[src/rtl/ql_carry_pkg.sv]
// rtl/ql_carry_pkg.sv - shared opcodes and defaults for the carry-chain accumulator
package ql_carry_pkg;

    localparam int QL_ACC_WIDTH_DEFAULT = 16;

    typedef enum logic [1:0] {
        QL_OP_ADD  = 2'b00,
        QL_OP_SUB  = 2'b01,
        QL_OP_LOAD = 2'b10,
        QL_OP_ADDC = 2'b11
    } ql_op_e;

endpackage

[src/rtl/ql_carry_chain.sv]
// rtl/ql_carry_chain.sv - P/G generation feeding a WIDTH-cell ripple of XOR/MUX2 cells
module ql_carry_chain
    import ql_carry_pkg::*;
#(
    parameter int WIDTH = QL_ACC_WIDTH_DEFAULT
) (
    input  logic [WIDTH-1:0] A,
    input  logic [WIDTH-1:0] B,
    input  logic             CI0,
    output logic [WIDTH-1:0] SUM,
    output logic             CO,
    output logic             CMSB
);

    logic [WIDTH-1:0] p;
    logic [WIDTH-1:0] g;
    logic [WIDTH:0]   c;

    assign p    = A ^ B;
    assign g    = A & B;
    assign c[0] = CI0;

    for (genvar i = 0; i < WIDTH; i++) begin : g_cell
        QL_XOR_MUX2_tsmc u_cell (
            .P      (p[i]),
            .G      (g[i]),
            .CI     (c[i]),
            .SUMOUT (SUM[i]),
            .CO     (c[i+1])
        );
    end

    assign CO   = c[WIDTH];
    assign CMSB = c[WIDTH-1];

endmodule

[src/rtl/ql_xor_mux2_tsmc.sv]
// rtl/ql_xor_mux2_tsmc.sv - behavioural model of one XOR/MUX2 carry-chain cell
module QL_XOR_MUX2_tsmc (
    input  logic P,
    input  logic G,
    input  logic CI,
    output logic SUMOUT,
    output logic CO
);

    // Propagate steers the mux: pass the incoming carry, otherwise take generate.
    assign SUMOUT = P ^ CI;
    assign CO     = P ? CI : G;

endmodule

[src/rtl/ql_carry_accum_pipe.sv]
// rtl/ql_carry_accum_pipe.sv - two-stage valid/ready accumulator around the carry chain
module ql_carry_accum_pipe
    import ql_carry_pkg::*;
#(
    parameter int WIDTH = QL_ACC_WIDTH_DEFAULT
) (
    input  logic             clk,
    input  logic             reset,
    input  logic             acc_clr,
    input  logic             in_valid,
    output logic             in_ready,
    input  logic [1:0]       in_op,
    input  logic [WIDTH-1:0] in_data,
    output logic             out_valid,
    input  logic             out_ready,
    output logic [WIDTH-1:0] out_sum,
    output logic             out_co,
    output logic             out_ovf
);

    logic             s1_valid_q, s1_valid_d;
    ql_op_e           s1_op_q, s1_op_d;
    logic [WIDTH-1:0] s1_data_q, s1_data_d;
    logic [WIDTH-1:0] acc_q, acc_d;
    logic             cflag_q, cflag_d;
    logic             out_valid_q, out_valid_d;
    logic [WIDTH-1:0] out_sum_q, out_sum_d;
    logic             out_co_q, out_co_d;
    logic             out_ovf_q, out_ovf_d;
    logic             rdy_en_q, rdy_en_d;

    logic             s2_load;
    logic             accept;
    logic             is_load;
    logic [WIDTH-1:0] chain_a, chain_b, chain_sum;
    logic             chain_ci0, chain_co, chain_cmsb;
    logic             res_co, res_ovf;

    // rdy_en_q keeps in_ready low until the first edge after reset releases.
    always_comb begin
        s2_load  = !acc_clr && s1_valid_q && (!out_valid_q || out_ready);
        in_ready = rdy_en_q && !acc_clr && (!s1_valid_q || s2_load);
        accept   = in_valid && in_ready;
    end

    always_comb begin
        is_load   = (s1_op_q == QL_OP_LOAD);
        chain_a   = is_load ? '0 : acc_q;
        chain_b   = (s1_op_q == QL_OP_SUB) ? ~s1_data_q : s1_data_q;
        case (s1_op_q)
            QL_OP_SUB:  chain_ci0 = 1'b1;
            QL_OP_ADDC: chain_ci0 = cflag_q;
            default:    chain_ci0 = 1'b0;
        endcase
        res_co  = is_load ? 1'b0 : chain_co;
        res_ovf = is_load ? 1'b0 : (chain_cmsb ^ chain_co);
    end

    ql_carry_chain #(.WIDTH(WIDTH)) u_chain (
        .A    (chain_a),
        .B    (chain_b),
        .CI0  (chain_ci0),
        .SUM  (chain_sum),
        .CO   (chain_co),
        .CMSB (chain_cmsb)
    );

    always_comb begin
        rdy_en_d    = 1'b1;
        s1_valid_d  = s1_valid_q;
        s1_op_d     = s1_op_q;
        s1_data_d   = s1_data_q;
        acc_d       = acc_q;
        cflag_d     = cflag_q;
        out_valid_d = out_valid_q;
        out_sum_d   = out_sum_q;
        out_co_d    = out_co_q;
        out_ovf_d   = out_ovf_q;
        if (acc_clr) begin
            s1_valid_d  = 1'b0;
            acc_d       = '0;
            cflag_d     = 1'b0;
            out_valid_d = 1'b0;
        end else begin
            if (accept) begin
                s1_valid_d = 1'b1;
                s1_op_d    = ql_op_e'(in_op);
                s1_data_d  = in_data;
            end else if (s2_load) begin
                s1_valid_d = 1'b0;
            end
            if (s2_load) begin
                acc_d       = chain_sum;
                cflag_d     = res_co;
                out_valid_d = 1'b1;
                out_sum_d   = chain_sum;
                out_co_d    = res_co;
                out_ovf_d   = res_ovf;
            end else if (out_ready) begin
                out_valid_d = 1'b0;
            end
        end
    end

    always_ff @(posedge clk or posedge reset) begin
        if (reset) begin
            rdy_en_q    <= 1'b0;
            s1_valid_q  <= 1'b0;
            s1_op_q     <= QL_OP_ADD;
            s1_data_q   <= '0;
            acc_q       <= '0;
            cflag_q     <= 1'b0;
            out_valid_q <= 1'b0;
            out_sum_q   <= '0;
            out_co_q    <= 1'b0;
            out_ovf_q   <= 1'b0;
        end else begin
            rdy_en_q    <= rdy_en_d;
            s1_valid_q  <= s1_valid_d;
            s1_op_q     <= s1_op_d;
            s1_data_q   <= s1_data_d;
            acc_q       <= acc_d;
            cflag_q     <= cflag_d;
            out_valid_q <= out_valid_d;
            out_sum_q   <= out_sum_d;
            out_co_q    <= out_co_d;
            out_ovf_q   <= out_ovf_d;
        end
    end

    assign out_valid = out_valid_q;
    assign out_sum   = out_sum_q;
    assign out_co    = out_co_q;
    assign out_ovf   = out_ovf_q;

endmodule
[config.mk]
export PLATFORM = sky130hd
export DESIGN_NAME = ql_carry_accum_pipe
export DESIGN_NICKNAME = d
export VERILOG_FILES = /design/src/rtl/ql_carry_pkg.sv /design/src/rtl/ql_carry_chain.sv /design/src/rtl/ql_xor_mux2_tsmc.sv /design/src/rtl/ql_carry_accum_pipe.sv
export SDC_FILE = /design/constraint.sdc
export NUM_CORES = 1
export LEC_CHECK = 0
export BUFFER_PORTS_ARGS = -buffer_cell sky130_fd_sc_hd__buf_2
export CORE_MARGIN = 3
export CORE_UTILIZATION = 55
export CTS_BUF_LIST = sky130_fd_sc_hd__clkbuf_16
export CTS_CLUSTER_SIZE = 30
export DETAILED_ROUTE_END_ITERATION = 12
export PLACE_DENSITY_LB_ADDON = 0.3
export REMOVE_ABC_BUFFERS = 1
export SYNTH_ARGS = -nofsm -noshare
export SYNTH_HDL_FRONTEND = slang
export SYNTH_HIERARCHICAL = 1
export SYNTH_SLANG_ARGS = --single-unit
[constraint.sdc]
create_clock -name clk -period 6.3 [get_ports clk]
set_input_delay 1.26 -clock clk [delete_from_list [all_inputs] [get_ports clk]]
set_output_delay 1.26 -clock clk [all_outputs]
set_load 0.005 [all_outputs]
==> qor.yml, run 1 <==
status: "completed"
cts.path.max_buffers: 2
post-route-drc-count: 0
first_iter_violations: 56
rrSetupSlack_ns: 0.42
cp_cell_sequence: "nand2b_1, xnor2_1, ha_1, mux2_4, mux2_4, mux2_4, mux2_4, mux2_4, mux2_4, mux2_4, mux2_4, mux2_4, mux2_4, mux2_4, mux2_4, mux2_4, mux2_4, mux2_4, mux2_4, xor2_1, nand2_1, mux2i_1"
post-route-min-period_ns: 5.88
arrival_ns: 6.09
cts.clk_slew.worst_paths_ns: 0.07
synth_mux_area_share_pct: 22.5
die_y_um: 80.0
yosys-top-cells-area: "dfrtp_1 (47%), mux2_4 (12%), mux2_2 (9.4%)"
cap_violations: 0
critPathKind: "register to register"
via_per_inst: 5.31
reg2regPathDepth: 22
numCtsBuffers: 5
worstReg2RegStart: "s1_op_q[1]"
rsz0062_at_grt: "no"
syn2layout_area_growth_pct: 13.2
clock_sinks: 56
min_to: "acc_q[11]"
cts_tree: "yes"
hold_start: "acc_q[11]"
synth_compound_area_share_pct: 5.78
crit_fanout: 4
relSlewSlack_pct: 28.5
end_kind: "register"
vias: 1767
period_share_pct: 93.3
drv_slew: 0
die_x_um: 80.0
cp_common_cell: "mux2_4"
max_freq_mhz: 170
nNetsFinal: 302
cp_slowest_stage_delay_ns: 0.40
critPathRequiredTime_ns: 6.51
fin_tns_setup_ns: 0
yosys.area.top_type: "dfrtp_1"
htree_levels: 2
synth.top_cell.area_share_pct: 46.6
ys_ff_latch: 56
ys_warn_count: 6
synth.distinct_cells: 27
finalWirelength_um: 5110
grt_usage_pct: 18.2
peakVddDrop_uv: 222
dr.pass1.iters: 2
core_region_area_sq_um: 5200
layout_common_cells: "dfrtp_1 (56), buf_2 (42), mux2_4 (25), mux2_2 (25), xor2_1 (17)"
rows: 26
cts_root_buf: "clkbuf_16"
postCtsHoldBufs: 0
initial_core_util_pct: 57.8
die_area_sq_um: 6390
synthCells: 220
worst_clock_skew_ns: 0.00383
power_leakage_uw: 0.00170
worst_pin_slew_ns: 1.07
powerDensity_nw_per_um2: 341
slowest_stage: "dfrtp_1"
grt_pass1_wl_um: 8880
synthAdderAreaFrac_pct: 6.65
post_cts_buffers: 0
grt_pass1_vias: 1891
p_total_uw: 1160
wl_per_cell_um: 15.3
place_hpwl_um: 3500
synthXorXnorAreaFrac_pct: 9.60
hold_path.class: "register to register"
start_kind: "register"
setup_viol: 0
syn-cell-area_sq_um: 3010
holdPathStages: 1
critPathBufInv: 0
io_buffers: 42
synth_top_family_by_area: "multiplexers"
num_antenna_cells: 0
hold_viol_final: 0
gp_congestion: 0.701
yosysSeqAreaShare_pct: 46.6
fin_cells: 333
clock_latency_ns: 0.29
place_inst: 326
critical-path-top-delay-family: "multiplexers"
antenna_found_initial: 0
grt_max_degree: 57
postRouteAntennaNets: 0
avgSynthCellArea_sq_um: 13.7
ios: 43
cts_resized: 0
drive_above_1_share_pct: 39.5
gr-total-overflow: 0
post_synth_and_or_nand_nor_area_fraction_pct: 6.15
r2r-end: "out_ovf"
layout_commonest_cell: "dfrtp_1"
-- registers in the layout, indices dropped and copies added, names as in the netlist --
signal,cells
acc_q,16
out_sum,16
s1_data_q,16
s1_op_q,2
cflag_q,1
out_co,1
out_ovf,1
out_valid,1
rdy_en_q,1
s1_valid_q,1
-- synth_stat cells --
library cell and instances:
nand2b_1 3, and2_1 16, buf_6 2, o21bai_1 1
a21oi_2 1, buf_2 3, inv_1 4, a22o_1 16
nor2_1 2, a21boi_0 1, xor2_1 17, a32o_1 1
and4b_1 1, nor2b_1 1, dfrtp_1 56, buf_4 2
conb_1 1, mux2_2 25, mux2i_1 2, clkbuf_1 3
ha_1 16, nand2_1 2, nand3b_1 1, and3b_1 1
xnor2_1 16, mux2_4 25, nor3b_4 1
-- kinds of logic (layout without fill, tap and decap cells) --
logic type,Yosys count,count (layout)
buf+inv,14,57
xor+xnor,33,33
other cells,1,1
fa+ha+maj,16,16
flops,56,56
simple gates,28,28
mux,52,52
compound gates,20,20
-- stage by stage --
| stage | hold WS, ns | instance area, sq um | util (%) | setup WS [ns] |
|---|---|---|---|---|
| 6_report | 0.491 | 3410 | 65.4 | 0.423 |
| 5_1_grt | 0.513 | 3410 | 65.4 | 0.243 |
| 4_1_cts | 0.497 | 3410 | 65.4 | 0.408 |
| 3_5_place_dp | 0.476 | 3270 | 62.9 | 0.425 |
| 3_3_place_gp | 0.474 | 3270 | 62.9 | 0.521 |
| 2_1_floorplan | 0.458 | 2950 | - | 0.0738 |
-- where the power goes --
group,internal [uW],total (uW),switching (uW)
logic,225,407,182
clock network,143,262,120
registers,445,491,46.0
-- routing by layer --
metal	part of all wire [%]	track usage, %	wire length, um	up-vias
li1	-	-	-	850
met1	48	23.4	2440	881
met5	0	0	0	-
met4	1.6	7.26	81	0
met3	3.2	3.72	161	8
met2	47	30.0	2420	28
-- layout make-up --
cell class | count | area, sq um
clock inverter | 2 | 7.51
multi-input combinational | 150 | 1530
fill | 404 | 1800
clock buffer | 5 | 125
timing repair buffer | 46 | 240
tap | 70 | 87.6
sequential | 56 | 1400
inverter | 4 | 15.0
-- worst max-delay path by stage --
stage / slack (ns) / end / startpoint / cells after the start
after floorplan: 0.07 / out_ovf / s1_op_q[1] / 22
after global placement: 0.52 / out_ovf / s1_op_q[0] / 22
after detailed placement: 0.42 / out_ovf / s1_op_q[1] / 22
after CTS: 0.41 / out_ovf / s1_op_q[0] / 22
after global routing: 0.24 / out_ovf / s1_op_q[0] / 22
final: 0.42 / out_ovf / s1_op_q[1] / 22
(Power assumes the default switching activity.)
==> run 2, diff against run 1 <==
SYNTH_HIERARCHICAL = default   (was 1)
==> qor.yml, run 2 <==
status: "complete, but fails checks"
failed_checks: "setup timing"
core_region_area_sq_um: 4790
drive_above_1_share_pct: 47.8
first_iter_violations: 135
crit_start: "s1_op_q[1]"
relSlewSlack_pct: 42.6
grt_pass1_wl_um: 9060
slowest_stage: "dfrtp_1"
yosysSeqAreaShare_pct: 50.7
critPathRequiredTime_ns: 6.51
num_antenna_cells: 0
setup_ws_ns: -0.0364
fin_area_sq_um: 3350
via_per_inst: 5.37
worst_clock_skew_ns: 0.00492
cts_tree: "yes"
peakVddDrop_uv: 234
cap_violations: 0
yosys-top-cells-area: "dfrtp_1 (51%), fa_1 (12%), mux2_2 (8.6%)"
cp_slowest_stage_delay_ns: 0.43
layout_common_cells: "dfrtp_1 (56), buf_2 (42), mux2_2 (21)"
htree_levels: 2
grt_usage_pct: 19.7
gr-total-overflow: 0
syn2layout_area_growth_pct: 21.3
synth.top_cell.area_share_pct: 50.7
critPathBufInv: 3
grt_max_degree: 57
post-route-min-period_ns: 6.34
power_leakage_uw: 0.00155
place_hpwl_um: 3430
ys_ff_latch: 56
synth_edf_count: 0
cp_cell_sequence: "nand2b_4, xnor2_2, fa_2, fa_2, fa_2, inv_2, fa_1, inv_2, fa_2, fa_2, fa_2, fa_2, fa_2, fa_2, fa_2, fa_2, fa_2, inv_2, fa_2, fa_2, fa_1, o2bb2ai_1"
nNetsFinal: 287
die_area_sq_um: 5910
syn-cell-area_sq_um: 2760
max_freq_mhz: 158
rrSetupSlack_ns: -0.04
rsz0062_at_grt: "yes"
synth.distinct_cells: 29
clock_sinks: 56
period_share_pct: 101
hold_path.class: "register to register"
yosys.area.top_type: "dfrtp_1"
vias: 1696
die_x_um: 76.9
ys_warn_count: 0
crit_fanout: 3
antenna_found_initial: 0
place_area_sq_um: 3040
arrival_ns: 6.54
postRouteAntennaNets: 0
die_y_um: 76.9
post-route-drc-count: 0
critPathKind: "register to register"
initial_core_util_pct: 57.7
worst_pin_slew_ns: 0.861
cts_root_buf: "clkbuf_16"
end_kind: "register"
worstReg2RegStart: "s1_op_q[1]"
start_kind: "register"
synth_common_cells: "dfrtp_1 (56), mux2_2 (21), fa_1 (16)"
synthCells: 197
cp_common_cell: "fa_2"
finalWirelength_um: 5180
gp_congestion: 0.813
numCtsBuffers: 5
cts.clk_slew.worst_paths_ns: 0.07
ios: 43
async_flop_share_pct: 100
grt_pass1_vias: 1869
cts.path.max_buffers: 2
critical-path-top-delay-family: "adder cells"
synth.most_common_cell: "dfrtp_1"
rows: 25
setup_viol: 2
ys.flop_type: "dfrtp_1"
postCtsHoldBufs: 0
place_inst: 303
io_buffers: 42
hold_start: "acc_q[13]"
wl_per_cell_um: 16.4
fin_cells: 316
clock_latency_ns: 0.29
drv_slew: 0
layout_commonest_cell: "dfrtp_1"
dr.pass1.iters: 4
hold_viol_final: 0
powerDensity_nw_per_um2: 376
avgSynthCellArea_sq_um: 14.0
==> run 2: repair_timing <==
action	CTS	global route
pin swaps	2	1
hold endpoints to repair	0	0
setup endpoints to repair	9	7
setup buffers	4	1
gates resized for setup	21	2
==> run 2: metal layers <==
metal | global-route usage [%] | wire length [um]
met5 | 0 | 0
met4 | 8.51 | 86
met3 | 3.29 | 229
met2 | 31.4 | 2540
met1 | 26.8 | 2320
==> run 2: cell families (layout without fill, tap and decap cells) <==
kind of cell | Yosys count | count (layout) | synth area share [%]
AO/OA/AOI/OAI | 33 | 33 | 9.19
XOR/XNOR | 17 | 17 | 5.39
adder cells (fa/ha/maj) | 16 | 16 | 11.6
buffers and inverters | 16 | 68 | 3.35
flip-flops | 56 | 56 | 50.7
multiplexers | 30 | 30 | 13.5
other | 1 | 1 | 0.136
AND/OR/NAND/NOR | 28 | 28 | 6.16
==> run 2: layout make-up <==
cell class / count / area, sq um
clock inverters: 3 / 90.1
multi-input cells: 125 / 1330
clock buffers: 5 / 125
repair buffers: 54 / 300
flip-flops and latches: 56 / 1400
fillers: 327 / 1430
well taps: 67 / 83.8
inverters: 6 / 22.5
==> run 2: per-stage QoR <==
stage	util (%)	total power, uW	hold WS (ns)	TNS (ns)	worst slack (ns)
after floorplan	-	706	0.450	-5.44	-0.770
after global placement	63.5	829	0.464	-3.18	-0.557
after detailed placement	63.5	842	0.468	-4.27	-0.675
after CTS	69.9	1270	0.493	-0.107	-0.0437
after global routing	70.0	1330	0.506	-1.06	-0.231
final	70.0	1260	0.489	-0.0435	-0.0364
==> run 2: path summary, 6_finish.rpt <==
kind | end | cells after the start
worst max-delay path | acc_q[15] | 22
worst min-delay path | acc_q[13] | 1
worst max register to register | acc_q[15] | 22
worst min register to register | acc_q[13] | 1
max in group asynchronous | acc_q[3] | 3
min in group asynchronous | s1_data_q[11] | 3
==> run 2: power by group <==
| group | internal (uW) | total [uW] | switching (uW) | leakage, uW |
|---|---|---|---|---|
| clock network | 268 | 395 | 127 | 0.000104 |
| registers | 443 | 491 | 47.8 | 0.000709 |
| logic | 204 | 374 | 170 | 0.000734 |
